--- src/rtl/serial_subtractor.sv ---
// serial_subtractor: bit-serial unsigned a - b, LSB first, one result bit per clock.
// Optional signed-overflow flag output is built only when SERIAL_SUB_OVF_EN is defined.
module serial_subtractor #(
  parameter int WIDTH = 8
) (
  input  logic             clk,
  input  logic             rst_n,
  input  logic             start,
  input  logic [WIDTH-1:0] a,
  input  logic [WIDTH-1:0] b,
  output logic             busy,
  output logic             done,
  output logic [WIDTH-1:0] diff,
  output logic             borrow
`ifdef SERIAL_SUB_OVF_EN
  ,
  output logic             ovf
`endif
);

  localparam int CNT_W = $clog2(WIDTH) + 1;
  localparam logic [CNT_W-1:0] LAST_CNT = CNT_W'(WIDTH - 1);

  typedef enum logic [1:0] {
    IDLE = 2'd0,
    RUN  = 2'd1,
    DONE = 2'd2
  } state_t;

  state_t state, state_nxt;

  logic [WIDTH-1:0] a_sh;
  logic [WIDTH-1:0] b_sh;
  logic [WIDTH-1:0] res_sh;
  logic [WIDTH-1:0] res_nxt;
  logic [CNT_W-1:0] cnt;
  logic             br;
  logic             br_nxt;
  logic             bit_res;
  logic             last_bit;
  logic             a_msb;
  logic             b_msb;
  logic [1:0]       hs0;
  logic [1:0]       hs1;

  // Half-subtractor cell: returns {borrow, difference}.
  function automatic logic [1:0] half_sub(input logic x, input logic y);
    return {~x & y, x ^ y};
  endfunction

  // Two chained half-subtractors form one full-subtractor bit step.
  always_comb begin
    hs0      = half_sub(a_sh[0], b_sh[0]);
    hs1      = half_sub(hs0[0], br);
    bit_res  = hs1[0];
    br_nxt   = hs0[1] | hs1[1];
    res_nxt  = {bit_res, res_sh[WIDTH-1:1]};
    last_bit = (cnt == LAST_CNT);
  end

  always_ff @(posedge clk or negedge rst_n) begin
    if (!rst_n) begin
      state <= IDLE;
    end else begin
      state <= state_nxt;
    end
  end

  always_comb begin
    state_nxt = state;
    case (state)
      IDLE:    if (start) state_nxt = RUN;
      RUN:     if (last_bit) state_nxt = DONE;
      DONE:    state_nxt = IDLE;
      default: state_nxt = IDLE;
    endcase
  end

  always_comb begin
    busy = (state == RUN);
    done = (state == DONE);
  end

  always_ff @(posedge clk or negedge rst_n) begin
    if (!rst_n) begin
      a_sh   <= '0;
      b_sh   <= '0;
      res_sh <= '0;
      br     <= 1'b0;
      cnt    <= '0;
      a_msb  <= 1'b0;
      b_msb  <= 1'b0;
    end else begin
      case (state)
        IDLE: begin
          if (start) begin
            a_sh   <= a;
            b_sh   <= b;
            res_sh <= '0;
            br     <= 1'b0;
            cnt    <= '0;
            a_msb  <= a[WIDTH-1];
            b_msb  <= b[WIDTH-1];
          end
        end
        RUN: begin
          a_sh   <= a_sh >> 1;
          b_sh   <= b_sh >> 1;
          res_sh <= res_nxt;
          br     <= br_nxt;
          cnt    <= cnt + CNT_W'(1);
        end
        default: ;
      endcase
    end
  end

  // Visible results move only on the completion edge and are held otherwise.
  always_ff @(posedge clk or negedge rst_n) begin
    if (!rst_n) begin
      diff   <= '0;
      borrow <= 1'b0;
    end else if (state == RUN && last_bit) begin
      diff   <= res_nxt;
      borrow <= br_nxt;
    end
  end

`ifdef SERIAL_SUB_OVF_EN
  // Overflow: operands of opposite sign and result sign differs from minuend.
  always_ff @(posedge clk or negedge rst_n) begin
    if (!rst_n) begin
      ovf <= 1'b0;
    end else if (state == RUN && last_bit) begin
      ovf <= (a_msb != b_msb) && (bit_res != a_msb);
    end
  end
`endif

endmodule

--- config.mk ---
export PLATFORM = sky130hd
export DESIGN_NAME = serial_subtractor
export DESIGN_NICKNAME = d
export VERILOG_FILES = /design/src/rtl/serial_subtractor.sv
export SDC_FILE = /design/constraint.sdc
export NUM_CORES = 1
export LEC_CHECK = 0
export ABC_AREA = 1
export BUFFER_PORTS_ARGS = -buffer_cell sky130_fd_sc_hd__buf_4
export CAP_MARGIN = 25
export CORE_UTILIZATION = 49
export CTS_CLUSTER_DIAMETER = 150
export DETAILED_ROUTE_END_ITERATION = 7
export HOLD_SLACK_MARGIN = 0.08
export PLACE_DENSITY_LB_ADDON = 0.12
export SLEW_MARGIN = 20
export SYNTH_ARGS = -nofsm -noshare
export SYNTH_HDL_FRONTEND = slang
export SYNTH_SLANG_ARGS = --single-unit
--- constraint.sdc ---
create_clock -name clk -period 1.1 [get_ports clk]
set_input_delay 0.33 -clock clk [delete_from_list [all_inputs] [get_ports clk]]
set_output_delay 0.33 -clock clk [all_outputs]
set_load 0.01 [all_outputs]
; ---- After elaboration in Yosys (flattened, before gate mapping)
; Cells that the tools add are included.
; W data, S select, Z words.
[totals]
register_bits = 40
in_bits = 19
output_inout_bits = 11
word_cells = 39
[op_classes]
addsub = 1
n_eq_ne = 5
n_mux = 13
bitwise_logic = 7
n_reduce_logical = 5
[op_table]
columns = operator, count
row1 = $pmux W8 S2, 3
row2 = $mux W8, 3
row3 = $pmux W4 S2, 1
row4 = $add A4 B1 Y4 const B, 1
row5 = $eq A4 B3 Y1 const B, 1
row6 = $mux W2, 2
row7 = $mux W4, 1
row8 = $pmux W2 S2, 1
row9 = $reduce_and A2 Y1, 2
row10 = $and A1 B1 Y1, 2
row11 = $eq A2 B1 Y1 const B, 1
row12 = $eq A2 B2 Y1 const B, 1
row13 = $logic_not A2 Y1, 1
row14 = $ne A2 B1 Y1 const B, 1
row15 = $ne A2 B2 Y1 const B, 1
row16 = $not A1 Y1, 2
row17 = $pmux W1 S2, 1
row18 = $reduce_bool A2 Y1, 1
row19 = $xor A1 B1 Y1, 2
row20 = $logic_and A1 B1 Y1, 1
row21 = $mux W1, 1
row22 = $or A1 B1 Y1, 1

; ---- Depth between registers and ports, before layout
[logic_depth]
word_depth = 5
depth_mapped = 7
mapped_depth_nobuf = 6

; ---- Worst setup path before layout
; No wires, ideal clock.
[synth_timing]
path_kind = reg-to-reg
from = register cnt[0]
to = register diff[7]
setup_time_ps = 117
arrival_ps = 982
t_required_ps = 983
slack_ps = 1
stages_incl_launch_ff = 7
n_path_buf = 0
period_less_slack_ps = 1099
path_cell_list = dfrtp_1 -> ha_1 -> nand2_1 -> nor2_1 -> nand2_4 -> nand2_1 -> nand2_1
[synth_via]
elab_chain_cells = 2
[synth_rtl]
columns = item, line
row1 = start: declaration, 36  ; logic [CNT_W-1:0] cnt;
row2 = start signal: assignment, 111  ; cnt <= cnt + CNT_W'(1);
row3 = $eq A4 B3 Y1, 58  ; last_bit = (cnt == LAST_CNT);
row4 = $logic_and A1 B1 Y1, 123  ; end else if (state == RUN && last_bit) begin
row5 = end signal: assignment, 124  ; diff <= res_nxt;
row6 = end: declaration, 13  ; output logic [WIDTH-1:0] diff,
; Every way passes these cells.
; A chain may end at the register's enable or synchronous reset.

; ---- Final worst setup path
[layout_timing]
from = register state[1]
to = output port busy
[layout_via]
elab_chain_cells = 1
[layout_rtl]
columns = item, line
row1 = start: declaration, 30  ; state_t state, state_nxt;
row2 = start signal: assignment, 65  ; state <= state_nxt;
row3 = $eq A2 B1 Y1, 80  ; busy = (state == RUN);
row4 = end: declaration, 11  ; output logic busy,
; Every way passes these cells.

==> impl_metrics.csv <==
group,metric,value,unit
grt,grt_pass1_wl,6530,um
detailed_routing,ant_nets,0,
detailed_routing,drt_iter0_markers,89,
synthesis,synth_fp_nets,218,
sta,whs,0.176,ns
die,die_h,61.8,um
worst_setup_path,cp-endpoint,"busy",
cells_and_area,layout-drive-gt1-share,31.5,%
worst_setup_path,cpPeakStageDelay,0.40,ns
power_and_ir_drop,clockPowerShare,11.9,%
die,pin_count,30,
synthesis,synth_mux_area_share,0,%
synthesis,yosys.area.top_type,"dfrtp_1",
detailed_routing,drc_errors,0,
sta,finalHoldViolCount,0,
synthesis,syn_inst,197,
worst_setup_path,path_buf_inv,3,
power_and_ir_drop,p_sw_share,39.0,%
worst_hold_path,hold_path_depth,3,
detailed_routing,viasPerCell,5.26,
grt,grt_pass1_vias,1409,
worst_setup_path,cp_cell_sequence,"inv_2 > nand2_4 > inv_4 > buf_6",
run_status,violations,"setup timing",
worst_setup_path,r2r_slack,-0.09,ns
synthesis,synthSimpleGateAreaFrac,34.2,%
grt,antenna_found_initial,0,
sta,timing.final.crit_share,127,%
power_and_ir_drop,power_density,2760,nW/um2
sta,fin_skew,0.00913,ns
sta,relSlewSlack,67.3,%
die,core-area,3390,um2
synthesis,synthAdderAreaFrac,1.86,%
die,start_util,51.6,%
power_and_ir_drop,peakVddDrop,1370,uV
sta,fmax,714,MHz
worst_setup_path,worstPathRequired,0.77,ns
grt,gr-total-overflow,0,
worst_setup_path,crit_type,"register to primary output",
placed_design,gp_congestion,0.811,
worst_setup_path,worst_path_max_delay_cell,"dfrtp_1",
worst_setup_path,r2r_cells,6,
cts,cts_root_buf,"clkbuf_4",
power_and_ir_drop,p_int,0.00391,W
worst_setup_path,worstPathArrival,1.07,ns
power_and_ir_drop,pwr-share-comb,49.4,%
die,die_x,61.8,um
worst_setup_path,crit_family,"flip-flops",
cts,h-tree-depth,2,
sta,rsz0062_at_grt,"true",
cells_and_area,fin_util,68.4,%
synthesis,yosys.area_share.xor_xnor,0,%
sta,worst_slack,-0.301,ns
cts,clk_path_buf_depth,2,
worst_setup_path,end_kind,"primary output",
grt,grt_use_total,24.3,%
cts,clock-sinks,39,
cells_and_area,area_delta_synth_final,32.5,%
synthesis,avgSynthCellArea,8.89,um2
synthesis,synth_area_leaders,"dfrtp_1 56%, nand3_1 16%, nand2_1 15%",
power_and_ir_drop,seqPwrFrac,38.8,%
worst_setup_path,start_kind,"register",
synthesis,synth_top_family_by_area,"simple AND/OR/NAND/NOR gates",
cells_and_area,fin_area,2320,um2
cts,cts_buffers,5,
worst_setup_path,worstReg2RegEnd,"diff[4]$_DFFE_PN0P_",
worst_setup_path,cp-startpoint,"state[1]$_DFFE_PN0P_",
worst_setup_path,worstReg2RegStart,"cnt[1]$_DFFE_PN0P_",
cts,clkTransAtPathRegs,0.11,ns
worst_setup_path,worst-path-stages,4,
cells_and_area,fillCellCount,276,
placed_design,hpwl,2540,um
die,row_count,21,
detailed_routing,routed_wl,4090,um
cts,cts_tree,"done",
synthesis,synth_compound_area_share,1.57,%
power_and_ir_drop,p_leak,1.18,nW
placed_design,place_area,2040,um2
synthesis,syn_area,1750,um2
sta,fin_tns_setup,-3.10,ns
detailed_routing,dr.pass1.iters,4,
job,drv_cap,0,
die,die_area,3820,um2
power_and_ir_drop,switchingPower,0.00250,W
synthesis,synth-seq-cells,39,
cts,insertion_delay,0.35,ns
detailed_routing,vias,1546,
placed_design,numPortBuffers,29,
grt,grt_start_max_net_pins,40,
synthesis,synth_top_area_share,55.8,%
sta,period_minus_slack,1.40,ns
synthesis,ys_seq_area_share,55.8,%
worst_setup_path,worstPathMaxFanout,3,
synthesis,yosys_warnings,0,
cells_and_area,antennaDiodeCount,0,
sta,worst_pin_slew,0.490,ns
synthesis,ys_types,19,
detailed_routing,wl_per_cell,13.9,um
cells_and_area,nets,269,
run_status,status,"finished, violations left",
worst_hold_path,min-delay-start,"b[7]",
sta,finalSetupViolations,43,
worst_hold_path,min-delay-path-class,"input port to register",
sta,report.final.slew_viol_count,0,
## cell usage after synthesis
cell type  count
inv_2          2
inv_1          4
buf_2          3
ha_1           1
o21ai_1        2
buf_4          1
a21oi_1        1
o22ai_2        1
nand2_1       68
buf_6          6
nor2_4         1
nand3_1       57
nand2_2        1
dfrtp_1       39
fa_1           1
nand2_4        1
nand4_1        1
nor2_1         6
clkbuf_1       1
## worst min path at each step
stage	slack [ns]	endpoint
floorplan	0.03	a_sh[0]$_DFFE_PN0P_
global placement	0.32	b_sh[1]$_DFFE_PN0P_
detailed placement	0.33	b_sh[1]$_DFFE_PN0P_
CTS	0.17	b_sh[7]$_DFFE_PN0P_
global route	0.17	b_sh[7]$_DFFE_PN0P_
finish	0.18	b_sh[7]$_DFFE_PN0P_
## power groups by stage
stage / clock, W / combinational (W) / sequential, W
floorplan: 0 / 0.00155 / 0.00247
global route: 0.000837 / 0.00349 / 0.00257
global placement: 0 / 0.00236 / 0.00243
CTS: 0.000778 / 0.00306 / 0.00248
finish: 0.000761 / 0.00316 / 0.00248
detailed placement: 0 / 0.00243 / 0.00246
## state kept, by name (all words and copies together) (netlist names)
name / cells
a_sh: 8
b_sh: 8
diff: 8
res_sh: 7
cnt: 4
state: 2
borrow: 1
br: 1
## cells in the final DEF, fill, tap and decap left out, drive strengths merged
cell | synthesis | final
a21oi | 1 | 1
buf | 10 | 53
clkbuf | 1 | 6
clkinv | 0 | 1
dfrtp | 39 | 39
dlygate4sd3 | 0 | 1
fa | 1 | 1
ha | 1 | 1
inv | 6 | 6
nand2 | 70 | 70
nand3 | 57 | 57
nand4 | 1 | 1
nor2 | 7 | 8
o21ai | 2 | 2
o22ai | 1 | 1
## timing repair
action	CTS	global route
gates cloned	2	1
hold buffers	1	0
setup buffers	6	2
pin swaps	6	3
resized for setup	32	6
setup endpoints to repair	34	49
endpoints found under the hold margin	39	0
## area by class of cell
cell class	count	area (um2)	area share, %
inverter	6	25.0	1.08
tap	46	57.6	2.48
sequential	39	976	42.1
multi-input combinational	142	727	31.3
timing repair buffer	54	478	20.6
clock inverter	1	5.00	0.216
clock buffer	6	51.3	2.21
## stage by stage
| step | cells | total power (W) | worst slack (ns) |
|---|---|---|---|
| 3_5_place_dp | 276 | 0.00489 | -0.0789 |
| 6_report | 294 | 0.00641 | -0.301 |
| 3_3_place_gp | 276 | 0.00479 | -0.0449 |
| 2_1_floorplan | 197 | 0.00402 | 0.00143 |
| 4_1_cts | 292 | 0.00631 | -0.295 |
| 5_1_grt | 294 | 0.00690 | -0.359 |
## logic make-up after synthesis
kind of cell             count (synthesis)
buffers and inverters                   17
adder cells (fa/ha/maj)                  2
AO/OA/AOI/OAI                            4
flip-flops                              39
AND/OR/NAND/NOR                        135
## worst reg2reg max path: stages, from the launching register on
cell and delay, ns:
dfrtp_1 0.38, ha_2 0.23, nand2_2 0.10, nor2_4 0.17, nand2_8 0.09, nand2_1 0.07, nand2_1 0.05
## metal layers
metal	vias to the layer above	GRT usage, %	routed length, um
met2	44	39.0	1990
met5	-	0	0
met1	742	32.8	1880
met3	6	6.42	183
li1	754	-	-
met4	0	6.67	45
Power figures use the tool's default switching activity.
